===== src/rtl/mm_bus_ctrl.sv =====
// mm_bus_ctrl: memory-mapped I/O controller between the CPU MM port and
// NUM_CH peripherals. It decodes the MM address window and drives a one-hot
// strobe to the addressed channel. The CPU is stalled until that channel
// acks or the access times out. Read data is returned with a one-cycle valid
// pulse, and errors produce a one-cycle bus_err pulse.
module mm_bus_ctrl #(
  parameter int                DATA_W   = 16,
  parameter int                ADDR_W   = 16,
  parameter int                NUM_CH   = 4,
  parameter int                CH_LSB   = 4,
  parameter logic [2:0]        MM_TAG   = 3'b111,
  parameter int                TIMEOUT  = 15,
  parameter logic [DATA_W-1:0] ERR_DATA = DATA_W'(16'hDEAD)
) (
  input  logic                     clk,
  input  logic                     rst_n,
  input  logic [ADDR_W-1:0]        cpu_addr,
  input  logic                     cpu_re,
  input  logic                     cpu_we,
  input  logic [DATA_W-1:0]        cpu_wdata,
  output logic [DATA_W-1:0]        cpu_rdata,
  output logic                     cpu_rvalid,
  output logic                     cpu_stall,
  output logic                     bus_err,
  output logic [7:0]               err_cnt,
  output logic [ADDR_W-1:0]        ch_addr,
  output logic [DATA_W-1:0]        ch_wdata,
  output logic [NUM_CH-1:0]        ch_re,
  output logic [NUM_CH-1:0]        ch_we,
  input  logic [NUM_CH*DATA_W-1:0] ch_rdata,
  input  logic [NUM_CH-1:0]        ch_ack
);

  localparam int CH_W = (NUM_CH > 1) ? $clog2(NUM_CH) : 1;

  typedef enum logic [1:0] {IDLE, ACCESS, DONE} state_t;

  state_t            state;
  logic [CH_W-1:0]   sel;
  logic              op_wr;
  logic [7:0]        cnt;

  logic [CH_W-1:0]   req_ch;
  logic              mm_req;
  logic              req_valid;
  logic [NUM_CH-1:0] req_onehot;
  logic [DATA_W-1:0] sel_rdata;
  logic              sel_ack;

  assign req_ch = cpu_addr[CH_LSB +: CH_W];
  assign mm_req = (cpu_re | cpu_we) && (cpu_addr[ADDR_W-1 -: 3] == MM_TAG);

  // Channel decode of the incoming request and mux of the latched channel's return path
  always_comb begin
    req_valid  = (int'(req_ch) < NUM_CH);
    req_onehot = '0;
    sel_rdata  = '0;
    sel_ack    = 1'b0;
    for (int k = 0; k < NUM_CH; k++) begin
      req_onehot[k] = (int'(req_ch) == k);
      if (int'(sel) == k) begin
        sel_rdata = ch_rdata[k*DATA_W +: DATA_W];
        sel_ack   = ch_ack[k];
      end
    end
  end

  // Stall is combinational so the CPU freezes in the same cycle it issues the request
  assign cpu_stall = rst_n && (((state == IDLE) && mm_req) || (state == ACCESS));

  // Access FSM with registered strobes, read return, error pulse and saturating error count
  always_ff @(posedge clk) begin
    if (!rst_n) begin
      state      <= IDLE;
      sel        <= '0;
      op_wr      <= 1'b0;
      cnt        <= '0;
      ch_re      <= '0;
      ch_we      <= '0;
      ch_addr    <= '0;
      ch_wdata   <= '0;
      cpu_rvalid <= 1'b0;
      cpu_rdata  <= '0;
      bus_err    <= 1'b0;
      err_cnt    <= '0;
    end else begin
      cpu_rvalid <= 1'b0;
      bus_err    <= 1'b0;
      case (state)
        IDLE: begin
          if (mm_req) begin
            if (req_valid) begin
              ch_addr  <= cpu_addr;
              ch_wdata <= cpu_wdata;
              sel      <= req_ch;
              op_wr    <= cpu_we;
              cnt      <= 8'd1;
              if (cpu_we) ch_we <= req_onehot;
              else        ch_re <= req_onehot;
              state    <= ACCESS;
            end else begin
              // Bad channel: no strobe at all, straight to an error completion
              if (!cpu_we) begin
                cpu_rvalid <= 1'b1;
                cpu_rdata  <= ERR_DATA;
              end
              bus_err <= 1'b1;
              if (err_cnt != 8'hFF) err_cnt <= err_cnt + 8'd1;
              state   <= DONE;
            end
          end
        end
        ACCESS: begin
          if (sel_ack) begin
            // Ack has priority over a timeout reached in the same cycle
            ch_re <= '0;
            ch_we <= '0;
            if (!op_wr) begin
              cpu_rvalid <= 1'b1;
              cpu_rdata  <= sel_rdata;
            end
            state <= DONE;
          end else if (cnt >= 8'(TIMEOUT)) begin
            ch_re <= '0;
            ch_we <= '0;
            if (!op_wr) begin
              cpu_rvalid <= 1'b1;
              cpu_rdata  <= ERR_DATA;
            end
            bus_err <= 1'b1;
            if (err_cnt != 8'hFF) err_cnt <= err_cnt + 8'd1;
            state   <= DONE;
          end else begin
            cnt <= cnt + 8'd1;
          end
        end
        DONE: begin
          // The request still visible here belongs to the completed access
          state <= IDLE;
        end
        default: state <= IDLE;
      endcase
    end
  end

endmodule


===== config.mk =====
export PLATFORM = sky130hd
export DESIGN_NAME = mm_bus_ctrl
export DESIGN_NICKNAME = d
export VERILOG_FILES = /design/src/rtl/mm_bus_ctrl.sv
export SDC_FILE = /design/constraint.sdc
export NUM_CORES = 1
export LEC_CHECK = 0
export CORE_MARGIN = 2
export CORE_UTILIZATION = 43
export DETAILED_ROUTE_END_ITERATION = 10
export GPL_TIMING_DRIVEN = 0
export MAX_ROUTING_LAYER = met4
export PLACE_DENSITY = 0.85
export SETUP_SLACK_MARGIN = 0.15
export SLEW_MARGIN = 10
export SYNTH_ARGS = -nofsm -noshare
export SYNTH_HDL_FRONTEND = slang
export SYNTH_SLANG_ARGS = --single-unit

===== constraint.sdc =====
create_clock -name clk -period 5.25 [get_ports clk]
set_input_delay 1.05 -clock clk [delete_from_list [all_inputs] [get_ports clk]]
set_output_delay 1.05 -clock clk [all_outputs]
set_load 0.03 [all_outputs]

# Yosys cells after proc, flatten, opt, wreduce, memory -nomap -nowiden
# Index checks and enable logic that the tools add are counted.
# W data, S select, Z words.
# totals
ff_bits	79
inputBits	104
output_inout_bits	67
word_cells	86
# classes
addsub	2
magnitude_cmp	1
eq_ne	17
mux	32
bitwise	4
n_reduce_logical	18
# ops
cell	n
$mux W16	8
$mux W4	6
$mux W8	3
$reduce_and A4 Y1	5
$add A8 B1 Y8 const B	2
$pmux W4 S2	2
$pmux W8 S2	1
$ne A2 B2 Y1 const B	7
$eq A2 B2 Y1 const B	4
$ge A8 B4 Y1 const B	1
$mux W1	8
$ne A8 B8 Y1 const B	1
$eq A2 B1 Y1 const B	3
$logic_not A2 Y1	3
$mux W2	3
$reduce_and A2 Y1	3
$pmux W2 S2	1
$reduce_bool A2 Y1	2
$eq A3 B3 Y1 const B	1
$logic_and A1 B1 Y1	3
$ne A3 B2 Y1 const B	1
$not A1 Y1	3
$reduce_or A3 Y1	1
$logic_or A1 B1 Y1	1
$or A1 B1 Y1	1

# Longest topological paths before layout
# depth
depth_word	7
depth_mapped	8
ltp_nobuf	6

# Worst setup path after synthesis
# No wires, ideal clock.
# synth_path
kind	input-to-output
startpoint	input port cpu_addr[14]
endpoint	output port cpu_stall
t_arrival_ns	2.688
required_time_ns	4.200
slack_ns	1.512
stages	5
path_cell_list	nand2_1 > or4_1 > clkbuf_1 > clkbuf_1 > a21boi_0
# synth_between
elab_chain_cells	5
# synth_lines
item	line_no	rtl
start, declared	17	input logic [ADDR_W-1:0] cpu_addr,
$eq A3 B3 Y1	51	assign mm_req = (cpu_re | cpu_we) && (cpu_addr[ADDR_W-1 -: 3] == MM_TAG);
$logic_and A1 B1 Y1	51	
$logic_and A1 B1 Y1	69	assign cpu_stall = rst_n && (((state == IDLE) && mm_req) || (state == ACCESS));
$logic_or A1 B1 Y1	69	
$logic_and A1 B1 Y1	69	
end, declared	23	output logic cpu_stall,
# No other way between the ends.

# Final worst setup path
# layout_path
startpoint	input port cpu_we
endpoint	output port cpu_stall
# layout_between
elab_chain_cells	5
# layout_lines
item	line_no	rtl
start, declared	19	input logic cpu_we,
$or A1 B1 Y1	51	
$logic_and A1 B1 Y1	51	
$logic_and A1 B1 Y1	69	
$logic_or A1 B1 Y1	69	
$logic_and A1 B1 Y1	69	
# No other way between the ends.

==> reports/metrics.yaml <==
clock_tree:
  htreeDepth: 3
  clock-sinks: 77
  cts_root_buf: "clkbuf_8"
  worstSkewPairLatency_ns: 0.35
  cts.clk_slew.worst_paths_ns: 0.08
  cts_setup_buffers: 0
  ctsResizeCount: 0
  ctsHoldBuffers: 0
  cts_tree: "done"
  clk_path_buf_depth: 2
  cts_buffers: 9
synth:
  yosysUniqueCellTypes: 41
  ys_ff_latch: 77
  netlist.area_leader.share_pct: 45.14
  yosysSeqAreaShare_pct: 45.14
  synth_area_leaders: "dfxtp_1 (45%), nand2_1 (9.1%), a21boi_0 (7.3%), mux4_2 (6.6%), mux4_1 (4.6%)"
  synth_edf_count: 0
  synth_area_um2: 3415
  netlist_instances: 340
  yosys.area.top_type: "dfxtp_1"
  synth_area_per_cell_um2: 10.04
  synthArstFlopShare_pct: 0
  synthFlopType: "dfxtp_1"
  yosys_warnings: 0
  syn-num-nets: 446
routing:
  drtAntennaViolNets: 0
  vias: 3302
  drt_wl_total_um: 10140
  firstDrtPassIters: 4
  drc: 0
  drtIter0Drc: 167
  wl_per_cell_um: 16.14
  viasPerCell: 5.258
worst_setup_path:
  start_kind: "input port"
  critical_path_class: "in -> out"
  crit_fanout: 10
  path_cells: "clkdlybuf4s50_1 -> o21ai_0 -> or4_1 -> clkbuf_1 -> clkbuf_1 -> a21boi_0 -> clkdlybuf4s50_1"
  cp_slowest_cell: "clkdlybuf4s50_1"
  cpPeakStageDelay_ns: 0.73
  crit_buf_inv: 4
  cp-end-kind: "output pin"
  critPathTopFamily: "buffers and inverters"
  critical_path_required_ns: 4.20
  arrival_ns: 3.64
grt:
  grt_max_degree: 14
  grt_pass1_vias: 3296
  grt_usage_pct: 23.67
  grt_overflow: 0
  antenna_found_initial: 0
  grt_pass1_wl_um: 15700
timing:
  fmax_mhz: 213.1
  setup-violations-final: 0
  rsz0062_at_grt: "no"
  fin_skew_ns: 0.006356
  worst_pin_slew_ns: 0.9444
  slew-limit-headroom_pct: 36.51
  fin_ws_ns: 0.5574
  fin_crit_sh_pct: 89.38
  hold_violations: 0
  fin_tns_setup_ns: 0
  slew_violations: 0
  min_period_ns: 4.693
floorplanning:
  pin_count: 171
  die_h_um: 93.11
  coreArea_um2: 7727
  rows: 32
  start_util_pct: 44.19
  fp.dieW_um: 93.11
  dieArea_um2: 8669
finish:
  final_common_cell: "clkdlybuf4s50_1"
  mostFrequentLayoutCells: "clkdlybuf4s50_1 (170), nand2_1 (83), dfxtp_1 (77), a21boi_0 (33), clkbuf_1 (18)"
  syn_to_final_growth_pct: 60.17
  drive_above_1_share_pct: 10.46
  diodes: 0
  final_nets: 627
outcome:
  outcome: "finished, final reports clean"
placement:
  routabilityCongestion: 0.8508
  portBuffers: 170
  pre_cts_slack_ns: 0.5737
  dp_hpwl_um: 7902
min_path:
  hold_class: "reg -> reg"
power:
  p_leak_nw: 1.941
  ir_worst_vdd_mv: 0.1574
  power_density_nw_per_um2: 238.2
job:
  max_cap_viol_count: 0
cell usage after synthesis, types with 4 or more instances:
cell type  instances
nand2b_1           4
and3_1             6
and2_1             6
nor4_1             5
nor3_1             4
mux4_2            10
o221a_2           11
buf_2              5
o22ai_1            9
nand3_1           11
a31o_2             4
nand2_1           83
nor2_1             6
mux4_1             6
clkbuf_1          17
o21a_1             4
a21boi_0          33
dfxtp_1           77
flip-flops by register name, summed over array words and instances (netlist names):
| register | flops |
|---|---|
| bus_err | 1 |
| ch_addr | 16 |
| ch_re | 4 |
| ch_wdata | 16 |
| ch_we | 4 |
| cnt | 8 |
| cpu_rdata | 16 |
| cpu_rvalid | 1 |
| err_cnt | 8 |
| op_wr | 1 |
| state | 2 |
layout make-up:
type                       instances  area [um2]
tap                              102       127.6
fill                             583        2258
sequential                        77        1541
clock inverter                     5       83.83
clock buffer                      11       141.4
buffer                            26       118.9
multi-input combinational        237        1754
timing repair buffer             170        1702
where the power goes:
| part | internal, mW | switching, mW | total [mW] |
|---|---|---|---|
| Clock | 0.282 | 0.220 | 0.501 |
| Sequential | 0.596 | 0.00708 | 0.603 |
| Combinational | 0.118 | 0.0805 | 0.199 |
| Total | 0.996 | 0.307 | 1.30 |
layer usage:
layer	vias up	part of all wire [%]	global-route usage [%]
met3	15	8.7	6.769
met1	1537	40	27.41
met2	157	50	40.22
met5	-	0	-
met4	0	1.3	6.863
li1	1593	-	-
worst paths after layout:
kind	cells after the start	start	to	slack, ns
setup / recovery	7	cpu_we	cpu_stall	0.56
hold / removal	2	ch_wdata[1]	ch_wdata[1]	0.47
setup reg to reg	7	ch_addr[5]	err_cnt[7]	3.06
hold reg to reg	2	ch_wdata[1]	ch_wdata[1]	0.47
worst reg2reg max path, cell delays in order (launching register included):
cell      delay (ns)
dfxtp_1         0.36
buf_6           0.17
mux2i_4         0.28
a22oi_4         0.15
or3_1           0.36
buf_2           0.16
or4_1           0.49
a21boi_1        0.15
through the flow:
step	cells	area (um2)	power (mW)	utilization, %	hold WS (ns)
6_report	628	5469	1.303	70.77	0.4653
5_1_grt	628	5469	1.347	70.77	0.4905
4_1_cts	628	5469	1.309	70.77	0.4675
3_5_place_dp	612	5244	0.8145	67.86	0.4560
3_3_place_gp	612	5244	0.8102	67.86	0.4491
2_1_floorplan	340	3415	0.6964	-	0.4525
logic make-up after synthesis:
group / count (synthesis) / share of synthesized area, %
AOI/OAI and AO/OA: 69 / 16.56
adders and majority gates: 2 / 0.7328
buffers and inverters: 26 / 3.481
xor gates and xnor gates: 5 / 1.283
DFF: 77 / 45.14
and+or+nand+nor: 140 / 19.35
muxes: 21 / 13.45
Note: power is estimated with default switching activity, not from simulation.
